`config.mk`:
```
export PLATFORM = sky130hd
export DESIGN_NAME = pmc_readout_flat
export DESIGN_NICKNAME = d
export VERILOG_FILES = /design/src/rtl/pmc_readout_if.sv /design/src/rtl/pmc_readout.sv /design/src/flat_wrapper.sv
export SDC_FILE = /design/constraint.sdc
export NUM_CORES = 1
export LEC_CHECK = 0
export BUFFER_PORTS_ARGS = -buffer_cell sky130_fd_sc_hd__buf_4
export CAP_MARGIN = 20
export CORE_MARGIN = 5
export CORE_UTILIZATION = 40
export DETAILED_ROUTE_END_ITERATION = 6
export GPL_ROUTABILITY_DRIVEN = 0
export PLACE_DENSITY = 0.65
export RECOVER_POWER = 50
export SYNTH_ARGS = -nofsm -noshare
export SYNTH_HDL_FRONTEND = slang
export SYNTH_SLANG_ARGS = --single-unit
```
`constraint.sdc`:
```
create_clock -name clk -period 2.1 [get_ports clk]
set_input_delay 0.105 -clock clk [delete_from_list [all_inputs] [get_ports clk]]
set_output_delay 0.105 -clock clk [all_outputs]
set_load 0.05 [all_outputs]
```
`src/rtl/pmc_readout_if.sv`:
```
// Byte-wide valid/ready link between the PMC readout framer and a byte transmitter.
// The master offers tx_data/tx_valid and the slave answers with tx_ready.
interface pmc_readout_if;
  logic [7:0] tx_data;
  logic       tx_valid;
  logic       tx_ready;

  modport master (output tx_data, output tx_valid, input tx_ready);
  modport slave  (input tx_data, input tx_valid, output tx_ready);
endinterface

```
`src/rtl/pmc_readout.sv`:
```
// Snapshots the four PMC counters on start and streams them as
// header, 16 payload bytes (LSB first per counter) and an XOR checksum.
module pmc_readout #(
  parameter int          DATA_W = 32,
  parameter logic [7:0]  HEADER = 8'hA5
) (
  input  logic              clk,
  input  logic              reset,
  input  logic              start,
  input  logic [DATA_W-1:0] stall_count,
  input  logic [DATA_W-1:0] instr_cycle_count,
  input  logic [DATA_W-1:0] arith_count,
  input  logic [DATA_W-1:0] mem_access_count,
  pmc_readout_if.master     tx,
  output logic              busy,
  output logic              done
);

  typedef enum logic [2:0] {
    ST_IDLE,
    ST_HEADER,
    ST_PAYLOAD,
    ST_CHECKSUM,
    ST_DONE
  } state_t;

  state_t              state;
  logic [4*DATA_W-1:0] snapshot;
  logic [3:0]          byte_idx;
  logic [3:0]          next_idx;
  logic [7:0]          checksum;
  logic [7:0]          tx_data_q;
  logic                tx_valid_q;
  logic                handshake;

  assign handshake   = tx_valid_q & tx.tx_ready;
  assign next_idx    = byte_idx + 4'd1;
  assign tx.tx_data  = tx_data_q;
  assign tx.tx_valid = tx_valid_q;

  // tx_data is loaded one byte ahead so it is already stable when tx_valid is seen
  always_ff @(posedge clk) begin
    if (reset) begin
      state      <= ST_IDLE;
      snapshot   <= '0;
      byte_idx   <= '0;
      checksum   <= '0;
      tx_data_q  <= '0;
      tx_valid_q <= 1'b0;
      busy       <= 1'b0;
      done       <= 1'b0;
    end else begin
      case (state)
        ST_IDLE: begin
          done <= 1'b0;
          if (start) begin
            snapshot   <= {mem_access_count, arith_count, instr_cycle_count, stall_count};
            checksum   <= '0;
            byte_idx   <= '0;
            tx_data_q  <= HEADER;
            tx_valid_q <= 1'b1;
            busy       <= 1'b1;
            state      <= ST_HEADER;
          end
        end

        ST_HEADER: begin
          if (handshake) begin
            byte_idx  <= '0;
            tx_data_q <= snapshot[7:0];
            state     <= ST_PAYLOAD;
          end
        end

        ST_PAYLOAD: begin
          if (handshake) begin
            checksum <= checksum ^ tx_data_q;
            if (byte_idx == 4'd15) begin
              tx_data_q <= checksum ^ tx_data_q;
              state     <= ST_CHECKSUM;
            end else begin
              byte_idx  <= next_idx;
              tx_data_q <= snapshot[{next_idx, 3'b000} +: 8];
            end
          end
        end

        ST_CHECKSUM: begin
          if (handshake) begin
            tx_data_q  <= '0;
            tx_valid_q <= 1'b0;
            busy       <= 1'b0;
            done       <= 1'b1;
            state      <= ST_DONE;
          end
        end

        ST_DONE: begin
          done  <= 1'b0;
          state <= ST_IDLE;
        end

        default: begin
          tx_valid_q <= 1'b0;
          busy       <= 1'b0;
          done       <= 1'b0;
          state      <= ST_IDLE;
        end
      endcase
    end
  end

endmodule

```
`src/flat_wrapper.sv`:
```
// flat-port wrapper written by rule: the top's interface ports become plain ports
module pmc_readout_flat 
#(
  parameter int          DATA_W = 32,
  parameter logic [7:0]  HEADER = 8'hA5
)
  (clk, reset, start, stall_count, instr_cycle_count, arith_count, mem_access_count, busy, done, tx_tx_data, tx_tx_valid, tx_tx_ready);
  pmc_readout_if tx_i ();
  input  logic clk;
  input  logic reset;
  input  logic start;
  input  logic [DATA_W-1:0] stall_count;
  input  logic [DATA_W-1:0] instr_cycle_count;
  input  logic [DATA_W-1:0] arith_count;
  input  logic [DATA_W-1:0] mem_access_count;
  output logic busy;
  output logic done;
  output wire logic [$bits(tx_i.tx_data)-1:0] tx_tx_data;
  output wire logic [$bits(tx_i.tx_valid)-1:0] tx_tx_valid;
  input wire logic [$bits(tx_i.tx_ready)-1:0] tx_tx_ready;
  assign tx_tx_data = tx_i.tx_data;
  assign tx_tx_valid = tx_i.tx_valid;
  assign tx_i.tx_ready = tx_tx_ready;
  pmc_readout #(.DATA_W(DATA_W), .HEADER(HEADER)) u_core (.clk(clk), .reset(reset), .start(start), .stall_count(stall_count), .instr_cycle_count(instr_cycle_count), .arith_count(arith_count), .mem_access_count(mem_access_count), .tx(tx_i), .busy(busy), .done(done));
endmodule
```
# Yosys cells after proc, flatten, opt, wreduce, memory -nomap -nowiden
# Cells that the tools add are included.
[word_totals]
elab_cells = 62
output_inout_bits = 11
inputBits = 132
ff_bits = 153
[op_classes]
n_shift = 1
n_mux = 25
reduce_logical = 13
eq_ne = 11
add_sub_neg = 1
bitwise = 4
[ops]
columns = ["operator", "count"]
rows = [
  ["128-bit by 8-bit indexed part select with 8-bit output", 1],
  ["8-bit 2-to-1 mux", 7],
  ["8-bit case mux with 4 select lines", 1],
  ["4-bit 2-to-1 mux", 4],
  ["8-bit case mux with 2 select lines", 1],
  ["3-bit 2-to-1 mux", 5],
  ["5-bit AND reduction", 3],
  ["3-bit case mux with 4 select lines", 1],
  ["4-bit case mux with 3 select lines", 1],
  ["2-bit by 1-bit != test with 1-bit output, second input constant", 4],
  ["8-bit bitwise XOR", 1],
  ["3-bit by 2-bit == test with 1-bit output, second input constant", 2],
  ["3-bit AND reduction", 2],
  ["4-bit by 1-bit adder with 4-bit output, second input constant", 1],
  ["4-bit == test, second input constant", 1],
  ["2-bit != test, second input constant", 2],
  ["2-bit AND reduction", 2],
  ["4-bit nonzero test", 1],
  ["3-bit by 1-bit == test with 1-bit output, second input constant", 1],
  ["3-bit == test, second input constant", 1],
  ["3-bit zero test", 1],
  ["1-bit 2-to-1 mux", 3],
  ["1-bit case mux with 3 select lines", 1],
  ["3-bit nonzero test", 1],
  ["6 further kinds", 7],
]

# Logic depth before layout (Yosys ltp)
[depth]
ltp_word = 5
ltp_mapped = 8

# Least setup slack after synthesis
# OpenSTA, ideal clock, no wires.
[synth_path]
kind = "register to register"
start = "reg u_core.byte_idx[1]"
end = "reg u_core.tx_data_q[0], in the netlist u_core.tx.tx_data[0]"
slack_ns = 0.086
path_stages_with_launch = 8
arrival_ns = 1.892
setup_time_ns = 0.122
period_less_slack_ns = 2.014
t_required_ns = 1.978
cell_sequence = "dfxtp_1 > ha_1 > buf_6 > buf_6 > mux4_2 > mux2_2 > o221ai_1 > o21ai_1"
[synth_between]
elab_chain_cells = 5
[synth_rtl]
columns = ["element", "line", "text"]
rows = [
  ["start, declared", "pmc_readout.sv:29", "logic [3:0] byte_idx;"],
  ["start signal, assigned", "pmc_readout.sv:82", "byte_idx <= next_idx;"],
  ["4-bit by 1-bit adder with 4-bit output", "pmc_readout.sv:37", "assign next_idx = byte_idx + 4'd1;"],
  ["128-bit by 8-bit indexed part select with 8-bit output", "pmc_readout.sv:83", "tx_data_q <= snapshot[{next_idx, 3'b000} +: 8];"],
  ["8-bit 2-to-1 mux (*)", "pmc_readout.sv:78", "if (byte_idx == 4'd15) begin"],
  ["8-bit 2-to-1 mux (*)", "pmc_readout.sv:76", "if (handshake) begin"],
  ["8-bit case mux with 4 select lines (*)", "pmc_readout.sv:53", "case (state)"],
  ["end signal, assigned", "pmc_readout.sv:70", "tx_data_q <= snapshot[7:0];"],
  ["end signal, assigned", "pmc_readout.sv:79", "tx_data_q <= checksum ^ tx_data_q;"],
  ["end signal, assigned", "pmc_readout.sv:83", ""],
  ["end, declared", "pmc_readout.sv:32", "logic [7:0] tx_data_q;"],
]
# Mark *: on every way between the ends. The rest lies on a longest branch, timed or not. The select of a mux whose other input is x is not followed.
# A chain may end at the register's enable or synchronous reset.

# Final worst setup path
[layout_path]
start = "reg u_core.byte_idx[1]"
end = "reg u_core.tx_data_q[7], in the netlist u_core.tx.tx_data[7]"
# The elaborated chain is that of the path after synthesis.

==> impl_metrics.yaml <==
critical_path:
  path_max_fanout: 14
  end_kind: "register"
  r2r-start: "u_core.byte_idx[1]"
  critPathRequiredTime_ps: 2400
  cp-start-kind: "register"
  r2r_end: "u_core.tx.tx_data[7]"
  critPathKind: "reg -> reg"
  ff2ff_path_depth: 7
  ff2ff_setup_slack_ps: 80
  arrival_ps: 2320
  path_cells: "ha_4, buf_12, buf_12, mux4_2, mux2_2, o21ai_1, o21ai_1"
  critical_path.max_stage_delay_ps: 500
  slowest_stage: "mux4_2"
synth:
  ys_ff_latch: 153
  synth-edff-count: 0
  syn-num-nets: 968
  async_reset_ff_share_pct: 0
  synth_cells: 835
  syn_area_sq_um: 6880
  postSynthAreaPerCell_sq_um: 8.24
  yosysUniqueCellTypes: 46
  yosysWarningCount: 0
  yosysSeqAreaShare_pct: 44.5
  synth_flop_cell: "dfxtp_1"
drt:
  first_pass_iters: 5
  totalWireLength_microns: 22300
  vias: 6962
  viasPerCell: 5.22
  ant_nets: 0
  drt-initial-drc-count: 636
  routedWlPerCell_microns: 16.7
  drcViolationCount: 0
global_routing:
  first_global_vias: 6746
  antenna_found_initial: 0
  track_usage_pct: 22.3
  grt_pass1_wl_microns: 34900
  grt_max_degree: 61
  overflow: 0
cells_and_area:
  multiInputGateArea_sq_um: 3560
  syn_to_final_growth_pct: 47.2
  fillers: 1464
  drive_above_1_share_pct: 22.2
  nNetsFinal: 1229
  antenna_cells: 0
  seq_area_sq_um: 3060
floorplan:
  initial_core_util_pct: 40.2
  core_sq_um: 17100
  fp.dieH_microns: 141
  num_rows: 48
  dieArea_sq_um: 19900
  chipWidth_microns: 141
  ios: 143
timing:
  finClkSkew_ps: 8.65
  rsz0062_at_grt: "no"
  setup_viol_count_final: 0
  tightest_slew_ps: 620
  final-hold-violation-count: 0
  maxSlewHeadroom_pct: 58.4
  clock.fmax_mhz: 495
  post-route-min-period_ps: 2020
  final_max_slew_viol_count: 0
  tns_ps: 0
  min_period_over_period_pct: 96.2
clock_tree:
  cts_buffer_depth: 2
  cts_buffers: 17
  cts.clk_slew.worst_paths_ps: 60
  insertion_delay_ps: 430
  root_buffer: "clkbuf_16"
  clock_sinks: 153
  htree_levels: 4
  cts_tree: "yes"
pwr:
  totalPowerFinal_mw: 7.28
  ir_drop_mv: 0.585
  p_leak_nw: 3.94
  power_density_nw_per_um2: 719
run_status:
  status: "complete, no violations"
job:
  drv_cap: 0
min_path:
  holdPathStages: 4
  min_to: "u_core.state[1]"
  holdCritStartpoint: "tx_tx_ready"
  hold_path.class: "in -> reg"
place:
  port_buffers: 142
  dp_hpwl_microns: 15000
==> layout make-up <==
cell class / instances / share of cell area (%)
Clock inverter: 13 / 1.12
Sequential cell: 153 / 30.2
Multi-Input combinational cell: 616 / 35.1
Timing Repair Buffer: 305 / 26.1
Clock buffer: 19 / 4.47
Inverter: 3 / 0.111
Tap cell: 225 / 2.78
==> cells in the final DEF, fill, tap and decap left out, types with 3 or more instances in the layout <==
cell type      netlist  final
mux2i_1              4      3
inv_6                0      5
nor3_1               5      5
nand3_1              6      5
inv_1                3      3
a21oi_1            157    157
clkbuf_16            0     17
buf_4                4    149
nor2_1              35     35
and2_1               5      4
o22ai_1              4      4
o21ai_1             11     11
clkinvlp_4           0      3
buf_6                2      5
nand2_1            280    279
mux2_2               8      8
clkbuf_1            29     14
a311o_1              3      3
o21ai_0             13     13
dlygate4sd3_1        0    129
nand3b_1            16     16
a21o_1               3      3
dfxtp_1            153    152
buf_12               0      6
o221ai_1             4      4
mux4_2              32     32
clkinv_4             0      3
==> worst max-delay path by stage <==
| stage | from | end | slack, ps | cells after the start |
|---|---|---|---|---|
| floorplan | u_core.byte_idx[1] | u_core.tx.tx_data[0] | 90 | 7 |
| global placement | u_core.byte_idx[1] | u_core.tx.tx_data[5] | 60 | 6 |
| detailed placement | u_core.byte_idx[1] | u_core.tx.tx_data[5] | 20 | 6 |
| CTS | u_core.byte_idx[1] | u_core.tx.tx_data[0] | 10 | 6 |
| global route | u_core.byte_idx[1] | u_core.tx.tx_data[2] | 1 | 6 |
| finish | u_core.byte_idx[1] | u_core.tx.tx_data[7] | 80 | 7 |
==> Yosys cell counts (3+ instances only) <==
master / instances / area, sq um
buf_2: 23 / 115
a311o_1: 3 / 30.0
nand3b_1: 16 / 120
nand3_1: 6 / 30.0
o22ai_1: 4 / 25.0
clkbuf_1: 29 / 109
buf_4: 4 / 30.0
inv_1: 3 / 11.3
mux2_2: 8 / 90.1
o21ai_1: 11 / 55.1
nor2_1: 35 / 131
buf_1: 6 / 22.5
and2_1: 5 / 31.3
mux4_2: 32 / 721
dfxtp_1: 153 / 3060
o221ai_1: 4 / 35.0
a21oi_1: 157 / 786
mux2i_1: 4 / 40.0
nor3_1: 5 / 25.0
a21o_1: 3 / 22.5
nand2_1: 280 / 1050
o21ai_0: 13 / 65.1
==> sequential cells by signal (all words and copies together), names as in the netlist <==
name                flops
u_core.snapshot       128
u_core.checksum         8
u_core.tx.tx_data       8
u_core.byte_idx         4
u_core.state            3
u_core.done             1
u_core.tx.tx_valid      1
==> routing by layer <==
| layer | part of all wire [%] | global-route usage [%] | up-vias |
|---|---|---|---|
| met5 | 0 | 0 | - |
| li1 | - | - | 3384 |
| met4 | 3.2 | 8.31 | 0 |
| met1 | 41 | 28.3 | 3270 |
| met2 | 50 | 36.7 | 247 |
| met3 | 6.0 | 5.70 | 61 |
==> metrics by stage <==
step | util (%) | hold WS [ps] | worst slack [ps] | cell area [sq um] | cells
after floorplan | - | 241 | 86.5 | 6880 | 835
after global placement | 48.1 | 355 | 58.3 | 8230 | 1166
after detailed placement | 48.1 | 363 | 19.7 | 8230 | 1166
after CTS | 59.0 | 80.5 | 9.95 | 10100 | 1327
after global routing | 59.2 | 106 | 1.42 | 10100 | 1334
final | 59.2 | 86.8 | 79.1 | 10100 | 1334
==> critical path: cells and delay by family (launching register included) <==
kind                     cells  cell delay (ps)
buffers and inverters        2              280
AO/OA/AOI/OAI                2              190
multiplexers                 2              780
flip-flops                   1              340
adder cells (fa/ha/maj)      1              310
==> cells by family (layout without fill, tap and decap cells) <==
kind of cell	Yosys count	in the layout	share of synthesized area [%]
AOI/OAI and AO/OA	206	206	16.1
DFF	153	153	44.5
buffers and inverters	67	340	4.51
xor gates and xnor gates	4	5	0.727
muxes	44	44	12.4
adders and majority gates	1	1	0.182
and+or+nand+nor	360	360	21.7
==> repair_timing <==
action | 4_1_cts | 5_1_grt
hold buffers | 129 | 0
endpoints found under the setup margin | 1 | 7
gates resized for setup | 1 | 6
endpoints found under the hold margin | 132 | 0
buffers inserted | 0 | 6
cloned | 0 | 1
==> report_power, final <==
part,switching [mW],internal (mW)
Combinational,0.559,0.568
Sequential,0.153,3.08
Clock,1.32,1.60
Total,2.03,5.25
Power figures use the tool's default switching activity.
